==> src/rtl/i2c_line_conditioner.sv <==
// i2c_line_conditioner: synchronizes and glitch-filters raw SDA/SCL pads,
// then derives edge pulses and START/STOP condition pulses from the filtered lines.
module i2c_line_conditioner #(
    parameter int SYNC_STAGES  = 2,
    parameter int FILTER_WIDTH = 4
) (
    input  logic                    clk,
    input  logic                    rst,
    input  logic                    SDA_in,
    input  logic                    SCL_in,
    input  logic [FILTER_WIDTH-1:0] filter_len,
    output logic                    SDA_sync,
    output logic                    SCL_sync,
    output logic                    SDA_rise,
    output logic                    SDA_fall,
    output logic                    SCL_rise,
    output logic                    SCL_fall,
    output logic                    start_detect,
    output logic                    stop_detect
);
    logic [1:0]              w_raw;
    logic [1:0]              w_f;
    logic [1:0]              r_p;
    logic [FILTER_WIDTH-1:0] w_len;

    assign w_raw = {SCL_in, SDA_in};
    assign w_len = (filter_len == '0) ? FILTER_WIDTH'(1) : filter_len;

    // Bit 0 is SDA, bit 1 is SCL; both lines idle high out of reset.
    for (genvar l = 0; l < 2; l++) begin : g_line
        logic [SYNC_STAGES-1:0]  r_sync;
        logic [FILTER_WIDTH-1:0] r_cnt;
        logic                    r_f;
        logic                    w_s;
        logic [FILTER_WIDTH:0]   w_next;

        assign w_s    = r_sync[SYNC_STAGES-1];
        assign w_next = {1'b0, r_cnt} + 1'b1;
        assign w_f[l] = r_f;

        always_ff @(posedge clk or posedge rst) begin
            if (rst) begin
                r_sync <= '1;
                r_f    <= 1'b1;
                r_cnt  <= '0;
            end else begin
                r_sync <= {r_sync[SYNC_STAGES-2:0], w_raw[l]};
                if (w_s == r_f)
                    r_cnt <= '0;
                else if (w_next >= {1'b0, w_len}) begin
                    r_f   <= w_s;
                    r_cnt <= '0;
                end else if (r_cnt != '1)
                    r_cnt <= w_next[FILTER_WIDTH-1:0];
            end
        end
    end

    always_ff @(posedge clk or posedge rst) begin
        if (rst)
            r_p <= 2'b11;
        else
            r_p <= w_f;
    end

    assign SDA_sync     = w_f[0];
    assign SCL_sync     = w_f[1];
    assign SDA_rise     = w_f[0] & ~r_p[0];
    assign SDA_fall     = ~w_f[0] & r_p[0];
    assign SCL_rise     = w_f[1] & ~r_p[1];
    assign SCL_fall     = ~w_f[1] & r_p[1];
    // Requiring SCL stable high over both cycles rejects simultaneous SDA/SCL changes.
    assign start_detect = SDA_fall & w_f[1] & r_p[1];
    assign stop_detect  = SDA_rise & w_f[1] & r_p[1];
endmodule

==> config.mk <==
export PLATFORM = sky130hd
export DESIGN_NAME = i2c_line_conditioner
export DESIGN_NICKNAME = d
export VERILOG_FILES = /design/src/rtl/i2c_line_conditioner.sv
export SDC_FILE = /design/constraint.sdc
export NUM_CORES = 1
export LEC_CHECK = 0
export CORE_MARGIN = 5
export CORE_UTILIZATION = 40
export DETAILED_ROUTE_END_ITERATION = 6
export PLACE_DENSITY = 0.73
export SYNTH_ARGS = -nofsm -noshare
export SYNTH_HDL_FRONTEND = slang
export SYNTH_SLANG_ARGS = --single-unit
==> constraint.sdc <==
create_clock -name clk -period 3.7 [get_ports clk]
set_clock_uncertainty 0.1 [all_clocks]
set_input_delay 0.74 -clock clk [delete_from_list [all_inputs] [get_ports clk]]
set_output_delay 0.74 -clock clk [all_outputs]
set_load 0.01 [all_outputs]
After elaboration in Yosys (flattened, before gate mapping)
Cells that the tools add are included.

Register bits after elaboration: 16. Bits of input ports: 8. Output and inout bits: 8. Word-level logic and storage cells: 41.

Add/subtract/negate cells: 2. Magnitude comparators: 2. Equality and inequality tests: 4. Mux-type cells: 7. Bitwise logic cells: 14. Reduce and logical (&&, ||, !) cells: 5.

Operators by type and width (number): 2-to-1 mux 4 bit (7); adder 4 x 1 -> 5 bit (second input constant) (2); >= comparator 5 x 4 -> 1 bit (2); AND 1 bit (8); != test 4 bit (second input constant) (2); NOT 1 bit (6); nonzero test 3 bit (2); zero test 4 bit (1); AND reduction 2 bit (2); == test 1 bit (2).

Longest topological paths before layout
Depth after elaboration: 5. Gate-level depth with buffers: 7. Gate-level depth less buffers: 7.

Worst setup path before layout
OpenSTA, ideal clock, no wires.

Path kind: input -> register. From: in filter_len[1]. To: reg g_line[0].r_f, in the netlist SDA_sync. Library setup time: 0.082 ns. Arrival time: 2.074 ns. Required time: 3.518 ns. Setup slack: 1.444 ns. Stages: 7. Buffers on the path: 0. Cells stage by stage: nor3_1 -> or2_2 -> ha_1 -> nand2b_1 -> a31oi_4 -> o211ai_2 -> mux2_4.

Cells in the longest elaborated chain, start to end: 4.

Ends and longest elaborated chain: start: declaration (RTL line 11) `input logic [FILTER_WIDTH-1:0] filter_len,`; zero test 4 bit (RTL line 27) `assign w_len = (filter_len == '0) ? FILTER_WIDTH'(1) : filter_len;`; 2-to-1 mux 4 bit * (RTL line 27); >= comparator 5 x 4 -> 1 bit * (RTL line 50) `else if (w_next >= {1'b0, w_len}) begin`; AND reduction 2 bit (no line) *; end signal: assignment (RTL line 51) `r_f <= w_s;`; end: declaration (RTL line 33) `logic r_f;`.

Mark *: on every way between the ends. The rest lies on a longest branch, timed or not. A chain may end at the register's enable or synchronous reset.

Final worst setup path
From: in filter_len[3]. To: reg g_line[1].r_cnt[3].

Cells in the longest elaborated chain, start to end: 5. Elaborated cells between the ends (all ways): 6. Those cells by class: 1 x order compare; 3 x mux; 2 x reduce/logical.

Ends and longest elaborated chain: zero test 4 bit (RTL line 27); 2-to-1 mux 4 bit * (RTL line 27); >= comparator 5 x 4 -> 1 bit * (RTL line 50); 2-to-1 mux 4 bit (RTL line 50); 2-to-1 mux 4 bit (RTL line 48) `if (w_s == r_f)`; end signal: assignment (RTL line 54) `r_cnt <= w_next[FILTER_WIDTH-1:0];`; end: declaration (RTL line 32) `logic [FILTER_WIDTH-1:0] r_cnt;`.

Marked as above.

==> results.py <==
metrics = {
    "synthesis": {
        "synth_nets": 95,
        "async_reset_ff_share_pct": 100.0,
        "avgSynthCellArea_um2": 11.51,
        "synth_edf_count": 0,
        "ys.flop_type": "dfstp_2",
        "synth-seq-cells": 16,
        "ys_warn_count": 0,
        "ys_seq_area_share_pct": 45.12,
        "syn-instance-count": 79,
        "syn-cell-area_um2": 909.6,
        "synth.distinct_cells": 30,
    },
    "route": {
        "vias": 646,
        "drt-initial-drc-count": 11,
        "final_antenna_net_count": 0,
        "drc": 0,
        "finalWirelength_um": 1599,
        "firstDrtPassIters": 4,
        "vias_per_cell": 5.127,
        "wl_per_cell_um": 12.69,
    },
    "global_route": {
        "track_usage_pct": 10.47,
        "grt_pass1_wl_um": 2732,
        "grt_pass1_vias": 637,
        "grt_overflow": 0,
        "antenna_found_initial": 0,
        "grt_max_degree": 17,
    },
    "cts": {
        "numCtsBuffers": 3,
        "cts-root-buf": "clkbuf_4",
        "cts-resized-gates": 0,
        "h-tree-depth": 1,
        "clk_pin_slew_worst_paths_ns": 0.09,
        "cts_hold_buffers": 0,
        "clock_latency_ns": 0.28,
        "ctsLongestPathBuffers": 2,
        "post_cts_buffers": 0,
        "clock_sinks": 16,
        "cts_tree": "yes",
    },
    "die": {
        "ios": 16,
        "row_count": 17,
        "dieArea_um2": 3328,
        "fp.dieH_um": 57.69,
        "coreArea_um2": 2191,
        "die_w_um": 57.69,
        "start_util_pct": 41.52,
    },
    "timing": {
        "min_period_ns": 2.688,
        "maxSlewHeadroom_pct": 62.11,
        "fin_setup_tns_ns": 0,
        "setup_viol": 0,
        "finalMaxSlewViolations": 0,
        "tightest_slew_ns": 0.5676,
        "hold_violations": 0,
        "rsz0062_at_grt": "no",
        "fmax_mhz": 372.1,
        "finalCritPeriodShare_pct": 72.64,
    },
    "setup_path": {
        "crit_type": "in -> reg",
        "worst-path-max-fanout": 7,
        "crit_arrival_ns": 2.78,
        "cp-start-kind": "primary input",
        "critPathRequiredTime_ns": 3.80,
        "crit_path_end_kind": "flip-flop",
    },
    "layout": {
        "layout_commonest_cell": "clkdlybuf4s50_1",
        "utilization_pct": 51.63,
        "insertedDiodeCount": 0,
        "area_delta_synth_final_pct": 24.35,
        "final_layout_size_suffix_gt1_share_pct": 18.37,
        "nets": 115,
        "final_cell_mix": "clkdlybuf4s50_1 (15), dfstp_2 (8), ha_1 (8), dfrtp_1 (8), nor2b_1 (6)",
    },
    "place": {
        "io_buffers": 15,
        "dpl.hpwl_um": 1322,
        "gp_congestion": 0.8211,
    },
    "power_and_ir_drop": {
        "cellPowerDensity_nw_per_um2": 651.8,
        "p_leak_nw": 0.5124,
        "peakVddDrop_v": 0.0004361,
    },
    "status": {
        "status": "complete, no violations",
    },
    "hold_path": {
        "hold_class": "reg -> reg",
    },
    "flow_run": {
        "cap_violations": 0,
    },
}
## power by group
part | total [mW] | switching [mW] | internal, mW | leakage, nW
clock | 0.110 | 0.0505 | 0.0598 | 0.0210
combinational | 0.329 | 0.143 | 0.186 | 0.300
sequential | 0.298 | 0.0595 | 0.239 | 0.192
total | 0.737 | 0.253 | 0.484 | 0.512
## kinds of logic after synthesis
logic type,share of synthesized area [%]
buffers and inverters,2.063
multiplexers,2.888
AO/OA/AOI/OAI,14.03
adder cells (fa/ha/maj),11.00
XOR/XNOR,3.851
AND/OR/NAND/NOR,21.04
flip-flops,45.12
## critical path: stages
cell             delay, ns
clkdlybuf4s50_1       0.59
nor3_1                0.08
or2_2                 0.29
ha_1                  0.27
nand2b_1              0.14
a31oi_1               0.21
o2111ai_1             0.24
nor3_1                0.22
## flip-flops by register name (all words and copies together), names as in the netlist
name and cells:
r_p 2, SCL_sync 1, SDA_sync 1, g_line.r_cnt 8
g_line.r_sync 4
## metrics by stage
stage / total power, mW / cells / hold WS, ns / cell area (µm²) / setup WS, ns
floorplan: 0.5024 / 79 / 0.2452 / 909.6 / 1.444
global placement: 0.6253 / 122 / 0.2462 / 1095 / 0.7692
detailed placement: 0.6357 / 122 / 0.2473 / 1095 / 0.6675
CTS: 0.7492 / 126 / 0.2610 / 1131 / 0.9785
global route: 0.7976 / 126 / 0.2641 / 1131 / 0.8566
finish: 0.7372 / 126 / 0.2593 / 1131 / 1.012
## synth_stat cells (all sizes together), types with 3 or more instances
master | instances | share of area [%]
a31oi | 4 | 4.4
nor2b | 6 | 4.1
nor2 | 4 | 1.7
xor2 | 4 | 3.9
ha | 8 | 11
dfrtp | 8 | 22
inv | 5 | 2.1
dfstp | 8 | 23
nor3 | 3 | 1.7
## final timing paths
kind                                      from             endpoint  slack, ns  cells after the start
min in group asynchronous                  rst   g_line[0].r_cnt[3]       0.71                      2
hold reg to reg            g_line[1].r_sync[0]  g_line[1].r_sync[1]       0.26                      0
setup reg to reg            g_line[0].r_cnt[0]             SDA_sync       1.50                      7
max in group asynchronous                  rst             SCL_sync       2.42                      2
hold / removal             g_line[1].r_sync[0]  g_line[1].r_sync[1]       0.26                      0
setup / recovery                 filter_len[3]   g_line[1].r_cnt[3]       1.01                      8
## layer usage
metal	track usage, %	up-vias	share of wire [%]	wire length [µm]
li1	-	326	-	-
met1	12.43	305	43	685
met2	18.39	15	52	838
met3	4.232	0	4.7	75
met4	0.9934	0	0	0
met5	0	-	0	0
## area by class of cell
type / instances / area (µm²)
tap: 28 / 35.03
sequential: 16 / 410.4
timing repair buffer: 15 / 150.1
clock buffer: 4 / 36.28
inverter: 5 / 18.77
multi-input combinational: 58 / 480.5
fill: 200 / 1060
Note: power is estimated with default switching activity, not from simulation.
